[src/rtl/cork_line_controller.sv]
// Sequencing controller for the bottling station.
// A bottle goes through WAIT -> FILL -> CORK -> EJECT. The controller drives the
// external cork stock counter with one decrement per corked bottle and with
// single-cycle increment pulses during refill. It reads the count back on 'stock'.
// Every output is a register, loaded from the next-state decision, so a condition
// sampled at a clock edge takes effect at that same edge.
module cork_line_controller #(
  parameter int STOCK_W       = 5,
  parameter int LOW_THRESH    = 14,
  parameter int REFILL_TARGET = 31,
  parameter int FILL_CYCLES   = 8,
  parameter int CORK_TIMEOUT  = 16,
  parameter int STEP_TIMEOUT  = 4
) (
  input  logic               clk,
  input  logic               reset,
  input  logic               start,
  input  logic               clear_fault,
  input  logic               bottle_present,
  input  logic               cork_seated,
  input  logic               refill_avail,
  input  logic [STOCK_W-1:0] stock,
  output logic               conveyor_run,
  output logic               valve_open,
  output logic               cork_decr,
  output logic               stock_incr,
  output logic               bottle_done,
  output logic               low_stock,
  output logic               error,
  output logic [7:0]         bottle_count,
  output logic [2:0]         state
);

  typedef enum logic [2:0] {
    S_IDLE   = 3'd0,
    S_WAIT   = 3'd1,
    S_FILL   = 3'd2,
    S_CORK   = 3'd3,
    S_EJECT  = 3'd4,
    S_REFILL = 3'd5,
    S_FAULT  = 3'd6
  } state_t;

  // One shared timer. It restarts on every state change and on every refill pulse.
  localparam int TMR_W = 8;
  localparam logic [TMR_W-1:0]   FILL_LAST  = TMR_W'(FILL_CYCLES - 1);
  localparam logic [TMR_W-1:0]   CORK_LAST  = TMR_W'(CORK_TIMEOUT - 1);
  localparam logic [TMR_W-1:0]   STEP_LAST  = TMR_W'(STEP_TIMEOUT - 1);
  localparam logic [STOCK_W-1:0] LOW_LVL    = STOCK_W'(LOW_THRESH);
  localparam logic [STOCK_W-1:0] TARGET_LVL = STOCK_W'(REFILL_TARGET);
  localparam logic [STOCK_W-1:0] EMPTY_LVL  = '0;

  state_t             r_state;
  logic [TMR_W-1:0]   r_timer;
  logic               r_waiting;     // an increment was issued; waiting for stock to move
  logic [STOCK_W-1:0] r_ref_stock;   // stock value at the time of the last increment
  logic               r_conveyor;
  logic               r_valve;
  logic               r_decr;
  logic               r_incr;
  logic               r_done;
  logic               r_low;
  logic               r_error;
  logic [7:0]         r_count;

  state_t             w_next_state;
  logic [TMR_W-1:0]   w_next_timer;
  logic               w_next_waiting;
  logic [STOCK_W-1:0] w_next_ref;
  logic               w_decr;
  logic               w_incr;
  logic               w_done;

  // Next-state, timer and pulse decisions for the current state and inputs.
  always_comb begin
    // NOTE: every signal driven here gets a default first, so no path can leave one unassigned and infer a latch.
    w_next_state   = r_state;
    w_next_timer   = r_timer + 1'b1;
    w_next_waiting = r_waiting;
    w_next_ref     = r_ref_stock;
    w_decr         = 1'b0;
    w_incr         = 1'b0;
    w_done         = 1'b0;

    case (r_state)
      S_IDLE: begin
        if (start) w_next_state = (stock == EMPTY_LVL) ? S_REFILL : S_WAIT;
      end

      S_WAIT: begin
        if (!start)                  w_next_state = S_IDLE;
        else if (stock == EMPTY_LVL) w_next_state = S_REFILL;
        else if (bottle_present)     w_next_state = S_FILL;
      end

      S_FILL: begin
        // A bottle pulled from under the open valve is a fault, even on the last cycle.
        if (!bottle_present) begin
          w_next_state = S_FAULT;
        end else if (r_timer == FILL_LAST) begin
          // With no cork left, fault straight away rather than issue a decrement.
          if (stock == EMPTY_LVL) begin
            w_next_state = S_FAULT;
          end else begin
            w_next_state = S_CORK;
            w_decr       = 1'b1;
          end
        end
      end

      S_CORK: begin
        if (cork_seated)              w_next_state = S_EJECT;
        else if (r_timer == CORK_LAST) w_next_state = S_FAULT;
      end

      S_EJECT: begin
        if (!bottle_present) begin
          w_done = 1'b1;
          if (r_low)      w_next_state = S_REFILL;
          else if (start) w_next_state = S_WAIT;
          else            w_next_state = S_IDLE;
        end
      end

      S_REFILL: begin
        if (stock >= TARGET_LVL) begin
          w_next_state = start ? S_WAIT : S_IDLE;
        end else if (r_waiting && (stock != r_ref_stock)) begin
          // The last step has landed. Issue the next one at once if the hopper allows.
          if (refill_avail) begin
            w_incr       = 1'b1;
            w_next_ref   = stock;
            w_next_timer = '0;
          end else begin
            w_next_waiting = 1'b0;
          end
        end else if (r_waiting) begin
          if (r_timer == STEP_LAST) w_next_state = S_FAULT;
        end else if (refill_avail) begin
          w_incr         = 1'b1;
          w_next_waiting = 1'b1;
          w_next_ref     = stock;
          w_next_timer   = '0;
        end
      end

      S_FAULT: begin
        if (clear_fault && !bottle_present) w_next_state = S_IDLE;
      end

      default: w_next_state = S_IDLE;
    endcase

    if (w_next_state != r_state) begin
      w_next_timer   = '0;
      w_next_waiting = 1'b0;
    end
  end

  // State, timer and registered outputs. Reset clears everything at once, including any pulse in flight.
  always_ff @(posedge clk or posedge reset) begin
    if (reset) begin
      r_state     <= S_IDLE;
      r_timer     <= '0;
      r_waiting   <= 1'b0;
      r_ref_stock <= '0;
      r_conveyor  <= 1'b0;
      r_valve     <= 1'b0;
      r_decr      <= 1'b0;
      r_incr      <= 1'b0;
      r_done      <= 1'b0;
      r_low       <= 1'b0;
      r_error     <= 1'b0;
      r_count     <= '0;
    end else begin
      // NOTE: non-blocking assignments here, so every register samples the pre-edge values together.
      r_state     <= w_next_state;
      r_timer     <= w_next_timer;
      r_waiting   <= w_next_waiting;
      r_ref_stock <= w_next_ref;
      r_conveyor  <= (w_next_state == S_WAIT) || (w_next_state == S_EJECT);
      r_valve     <= (w_next_state == S_FILL);
      r_decr      <= w_decr;
      r_incr      <= w_incr;
      r_done      <= w_done;
      r_low       <= (stock <= LOW_LVL);
      r_error     <= (w_next_state == S_FAULT);
      r_count     <= r_count + {7'd0, w_done};
    end
  end

  assign conveyor_run = r_conveyor;
  assign valve_open   = r_valve;
  assign cork_decr    = r_decr;
  assign stock_incr   = r_incr;
  assign bottle_done  = r_done;
  assign low_stock    = r_low;
  assign error        = r_error;
  assign bottle_count = r_count;
  assign state        = r_state;

endmodule

[config.mk]
export PLATFORM = sky130hd
export DESIGN_NAME = cork_line_controller
export DESIGN_NICKNAME = d
export VERILOG_FILES = /design/src/rtl/cork_line_controller.sv
export SDC_FILE = /design/constraint.sdc
export NUM_CORES = 1
export LEC_CHECK = 0
export BUFFER_PORTS_ARGS = -buffer_cell sky130_fd_sc_hd__buf_2
export CAP_MARGIN = 20
export CORE_MARGIN = 2
export CORE_UTILIZATION = 45
export DETAILED_ROUTE_END_ITERATION = 7
export PLACE_DENSITY = 0.74
export SLEW_MARGIN = 20
export SYNTH_ARGS = -nofsm -noshare
export SYNTH_HDL_FRONTEND = slang
export SYNTH_SLANG_ARGS = --single-unit
export TNS_END_PERCENT = 5
[constraint.sdc]
create_clock -name clk -period 2.22 [get_ports clk]
set_input_delay 0.444 -clock clk [delete_from_list [all_inputs] [get_ports clk]]
set_output_delay 0.444 -clock clk [all_outputs]
set_load 0.02 [all_outputs]
## Yosys cells after proc, flatten, opt, wreduce, memory -nomap -nowiden

Index checks and enable logic that the tools add are counted.

- Add/sub/neg operators: 2
- Order comparisons: 2
- Eq/ne operators: 18
- Muxes and demuxes: 45
- Bitwise gates (word level): 1
- Reduce and logical (&&, ||, !) cells: 9

Operators with widths:

| kind | count |
|---|---|
| $mux 3 | 17 |
| $mux 8 | 6 |
| $pmux 3 s7 | 1 |
| $mux 1 | 18 |
| $eq 3x3->1 const B | 5 |
| $mux 5 | 3 |
| $eq 3x2->1 const B | 3 |
| $add 8x1->8 | 1 |
| $add 8x1->8 const B | 1 |
| $eq 8x2->1 const B | 1 |
| $eq 8x3->1 const B | 1 |
| $eq 8x4->1 const B | 1 |
| $eq 3x1->1 const B | 2 |
| $reduce_and 3->1 | 2 |
| $ge 5x5->1 const B | 1 |
| $le 5x4->1 const B | 1 |
| $logic_not 5->1 | 1 |
| $ne 5x5->1 | 1 |
| $ne 2x1->1 const B | 2 |
| $logic_not 3->1 | 1 |
| $ne 3x2->1 const B | 1 |
| $ne 3x3->1 | 1 |
| $logic_and 1x1->1 | 2 |
| $reduce_bool 2->1 | 1 |
| other kinds (3) | 3 |

- Register bits: 32
- Input port bits: 12
- Output and inout bits: 18
- Logic and storage cells: 89

## Longest topological paths before layout

- Depth after elaboration: 9
- Mapped depth: 8

## Worst setup path before layout

OpenSTA, ideal clock, no wires.

- Path type: input -> register
- Start: input stock[4]
- End: register r_timer[6]
- Data arrival time: 1.984 ns
- Data required time: 2.140 ns
- Slack: 0.156 ns
- Cell stages on the path: 8
- Path through: buf_4 -> or4_4 -> or2_4 -> nand4_4 -> inv_4 -> a211oi_4 -> o211ai_4 -> nor3_2

- Cells in the longest elaborated chain, start to end: 7
- Elaborated cells on any way between the ends: 19

RTL lines:

| what | RTL line | RTL |
|---|---|---|
| start: declaration | 22 | `input logic [STOCK_W-1:0] stock,` |
| parallel branches: the longest is 6 deep, another holds $ge 5x5->1 | -- |  |
| $mux 8 (*) | 154 | `if (w_next_state != r_state) begin` |
| via w_next_timer[6] | 67 | `logic [TMR_W-1:0] w_next_timer;` |
| end signal: assignment | 178 | `r_timer <= w_next_timer;` |
| end: declaration | 54 | `logic [TMR_W-1:0] r_timer;` |

Mark *: on every way through the listed nets, which the timed path passes.
A chain may end at the register's enable or synchronous reset.

## Final worst setup path

- Start: register r_timer[0]
- End: register r_conveyor, in the netlist conveyor_run

- Cells in the longest elaborated chain, start to end: 8
- Elaborated cells on any way between the ends: 15

RTL lines:

| what | RTL line | RTL |
|---|---|---|
| $eq 8x2->1 | 138 | `if (r_timer == STEP_LAST) w_next_state = S_FAULT;` |
| $mux 3 | 138 |  |
| $mux 3 | 137 | `end else if (r_waiting) begin` |
| $mux 3 | 128 | `end else if (r_waiting && (stock != r_ref_stock)) begin` |
| $mux 3 | 126 | `if (stock >= TARGET_LVL) begin` |
| $pmux 3 s7 (*) | 85 | `case (r_state)` |
| via w_next_state[0] | 66 | `state_t w_next_state;` |
| $eq 3x1->1 or $eq 3x3->1 (tied branches) | 181 | `r_conveyor <= (w_next_state == S_WAIT) \|\| (w_next_state == S_EJECT);` |
| $logic_or 1x1->1 (*) | 181 |  |
| end signal: assignment | 181 |  |
| end: declaration | 57 | `logic r_conveyor;` |

Mark *: on every way through the listed nets, which the timed path passes. The rest lies on a longest branch.

==> out/results.ini <==
[clock_network]
postCtsHoldBufs = 0
cts.root.buffer_cell = clkbuf_8
clk_pin_slew_ns = 0.07
htreeDepth = 2
clk_latency_ns = 0.28
cts_tree = yes
clockBufferDepth = 2
cts_buffers = 5
clkSinkCount = 32

[logic_synthesis]
synth_cell_type_count = 51
synth_edf_count = 0
syn_inst = 159
synth-seq-cells = 32
avgSynthCellArea_um2 = 11.1
syn_area_um2 = 1760
synth_flop_cell = dfrtp_1
netlist.area_leader.share = 0.455
yosysSeqAreaShare = 0.455
yosysMostFrequentCell = dfrtp_1
ys_warn_count = 0
async_flop_share = 1.00
synth.cells.most_frequent = dfrtp_1 (32), nand2_1 (12), nor2_1 (10), xnor2_1 (10), nand3_1 (8)
synth_area_leaders = dfrtp_1 (45%), xnor2_1 (5.0%), xor2_1 (3.5%), mux2_2 (3.2%), nand2_1 (2.6%)
synth_area_leader_cell = dfrtp_1
syn-num-nets = 174

[timing]
worstMarginPinSlew_ns = 0.519
period_needed_ns = 2.08
period_share = 0.936
hold_viol_final = 0
fin_skew_ns = 0.00515
grt_setup_unrepaired = no
finalSetupViolCount = 0
fmax_ghz = 0.481
fin_setup_tns_ns = 0
relSlewSlack = 0.654
slew_viol_final = 0

[worst_hold_path]
hp-class = in -> async

[global_route]
grt_use_total = 0.181
busiest_layer = met2
use_met3 = 0.0473
grt_overflow = 0
met2_usage = 0.310
grt_max_degree = 33
gr-usage-met1 = 0.214
grt_pass1_wl_um = 6090
grt_pass1_vias = 1378
antenna_found_initial = 0

[route]
drc = 0
postRouteAntennaNets = 0
via_per_inst = 5.37
dr.pass1.iters = 4
num_vias = 1347
drt-initial-drc-count = 82
routedWlPerCell_um = 13.9
totalWireLength_um = 3500

[layout]
nets = 217
diodes = 0
layout.cells.non_filler = 251
syn2layout_area_growth_pct = 19.1
drive_gt1_frac = 0.355

[die]
rows = 22
core-area_um2 = 3720
die-area_um2 = 4430
start_util = 0.474
die_h_um = 66.5
ios = 30
die_w_um = 66.5

[pwr]
p_int_mw = 1.35
p_switching_uw = 853
vdd_ir_drop_max_mv = 0.471
p_per_area_nw_per_um2 = 1050
combinationalPowerShare = 0.423
clockPowerShare = 0.197
power_leakage_nw = 1.02
power_frac_seq = 0.379
p_sw_frac = 0.388

[worst_setup_path]
required_ns = 2.43
worstPathArrival_ns = 2.28
end_kind = flop
crit_fanout = 4
worst_setup_path_start_kind = flop
worstSetupPathType = reg -> reg

[placement]
dp.cells = 243
port_buffers = 29
hpwl_um = 2640
routabilityCongestion = 0.925

[job]
cap_violations = 0

[status]
status = finished, final reports clean

==> worst max-delay path, cell delays in order (launching register included) <==
cell      delay (ns)
dfrtp_1         0.41
ha_1            0.24
and3_1          0.23
a21oi_1         0.20
or2b_2          0.31
o211ai_1        0.18
nand3b_4        0.24
mux2i_1         0.20
==> registers in the layout, summed over array words and instances, names as in the netlist, 3 cells and up <==
signal and flops:
r_timer 8, r_ref_stock 5, state 3, bottle_count 8
==> layer usage <==
metal	vias to the layer above	part of all wire
met4	0	0.022
met2	27	0.50
met5	-	0
met3	10	0.037
met1	658	0.44
li1	652	-
==> cell usage in the layout, fill, tap and decap left out, types with 4 or more instances in the layout <==
cell type  instances
xnor2_1           10
mux2_2             5
clkbuf_8           5
buf_4             13
and3_1             4
nor2_1            10
a21oi_1            6
inv_1              4
o21ai_0            5
buf_2             29
xor2_1             7
dfrtp_1           32
nand2_1           12
nand3_1            8
==> path summary, 6_finish.rpt <==
kind | startpoint | end | slack, ns | cells past startpoint
max in group asynchronous | reset | r_ref_stock[0] | 1.71 | 3
setup / recovery | r_timer[0] | conveyor_run | 0.14 | 7
hold / removal | reset | bottle_count[7] | 0.23 | 3
hold reg to reg | bottle_count[7] | bottle_count[7] | 0.49 | 1
min in group clk | stock[4] | low_stock | 0.41 | 2
setup reg to reg | r_timer[0] | conveyor_run | 0.14 | 7
==> cells by family (layout without fill, tap and decap cells) <==
group	after synthesis	after routing	synth area share
AND/OR/NAND/NOR	63	63	0.233
flip-flops	32	32	0.455
XOR/XNOR	17	17	0.0846
AO/OA/AOI/OAI	27	27	0.122
buffers and inverters	11	55	0.0462
multiplexers	6	6	0.0377
adder cells (fa/ha/maj)	3	3	0.0213
==> power by group through the flow <==
stage	Sequential (mW)	Combinational [mW]	Clock (mW)
6_report	0.834	0.931	0.434
5_1_grt	0.856	1.02	0.474
4_1_cts	0.835	0.933	0.448
3_5_place_dp	0.846	0.924	0
3_3_place_gp	0.832	0.893	0
2_1_floorplan	0.928	0.598	0
==> metrics by stage <==
stage                     utilization  area [um^2]  setup slack (ns)  hold WS (ns)  total power [mW]
after floorplan                     -         1760             0.156         0.451              1.53
after global placement          0.539         2000            0.0388         0.455              1.73
after detailed placement        0.539         2000           -0.0170         0.485              1.77
after CTS                       0.563         2090             0.129         0.237              2.22
after global routing            0.564         2100           0.00638         0.286              2.35
final                           0.564         2100             0.142         0.227              2.20
==> final cells by class <==
class                   count  area (um^2)
clock buffers               5         68.8
multi-input cells         116          885
flip-flops and latches     32          801
clock inverters             3         18.8
repair buffers             42          243
well taps                  48         60.1
fillers                   325         1620
inverters                   5         21.3
==> timing repair <==
item	4_1_cts	5_1_grt
setup endpoints to repair	0	8
buffers inserted	0	0
hold endpoints to repair	0	0
resized for setup	0	1
No activity file was read; power rests on OpenSTA's default activity.
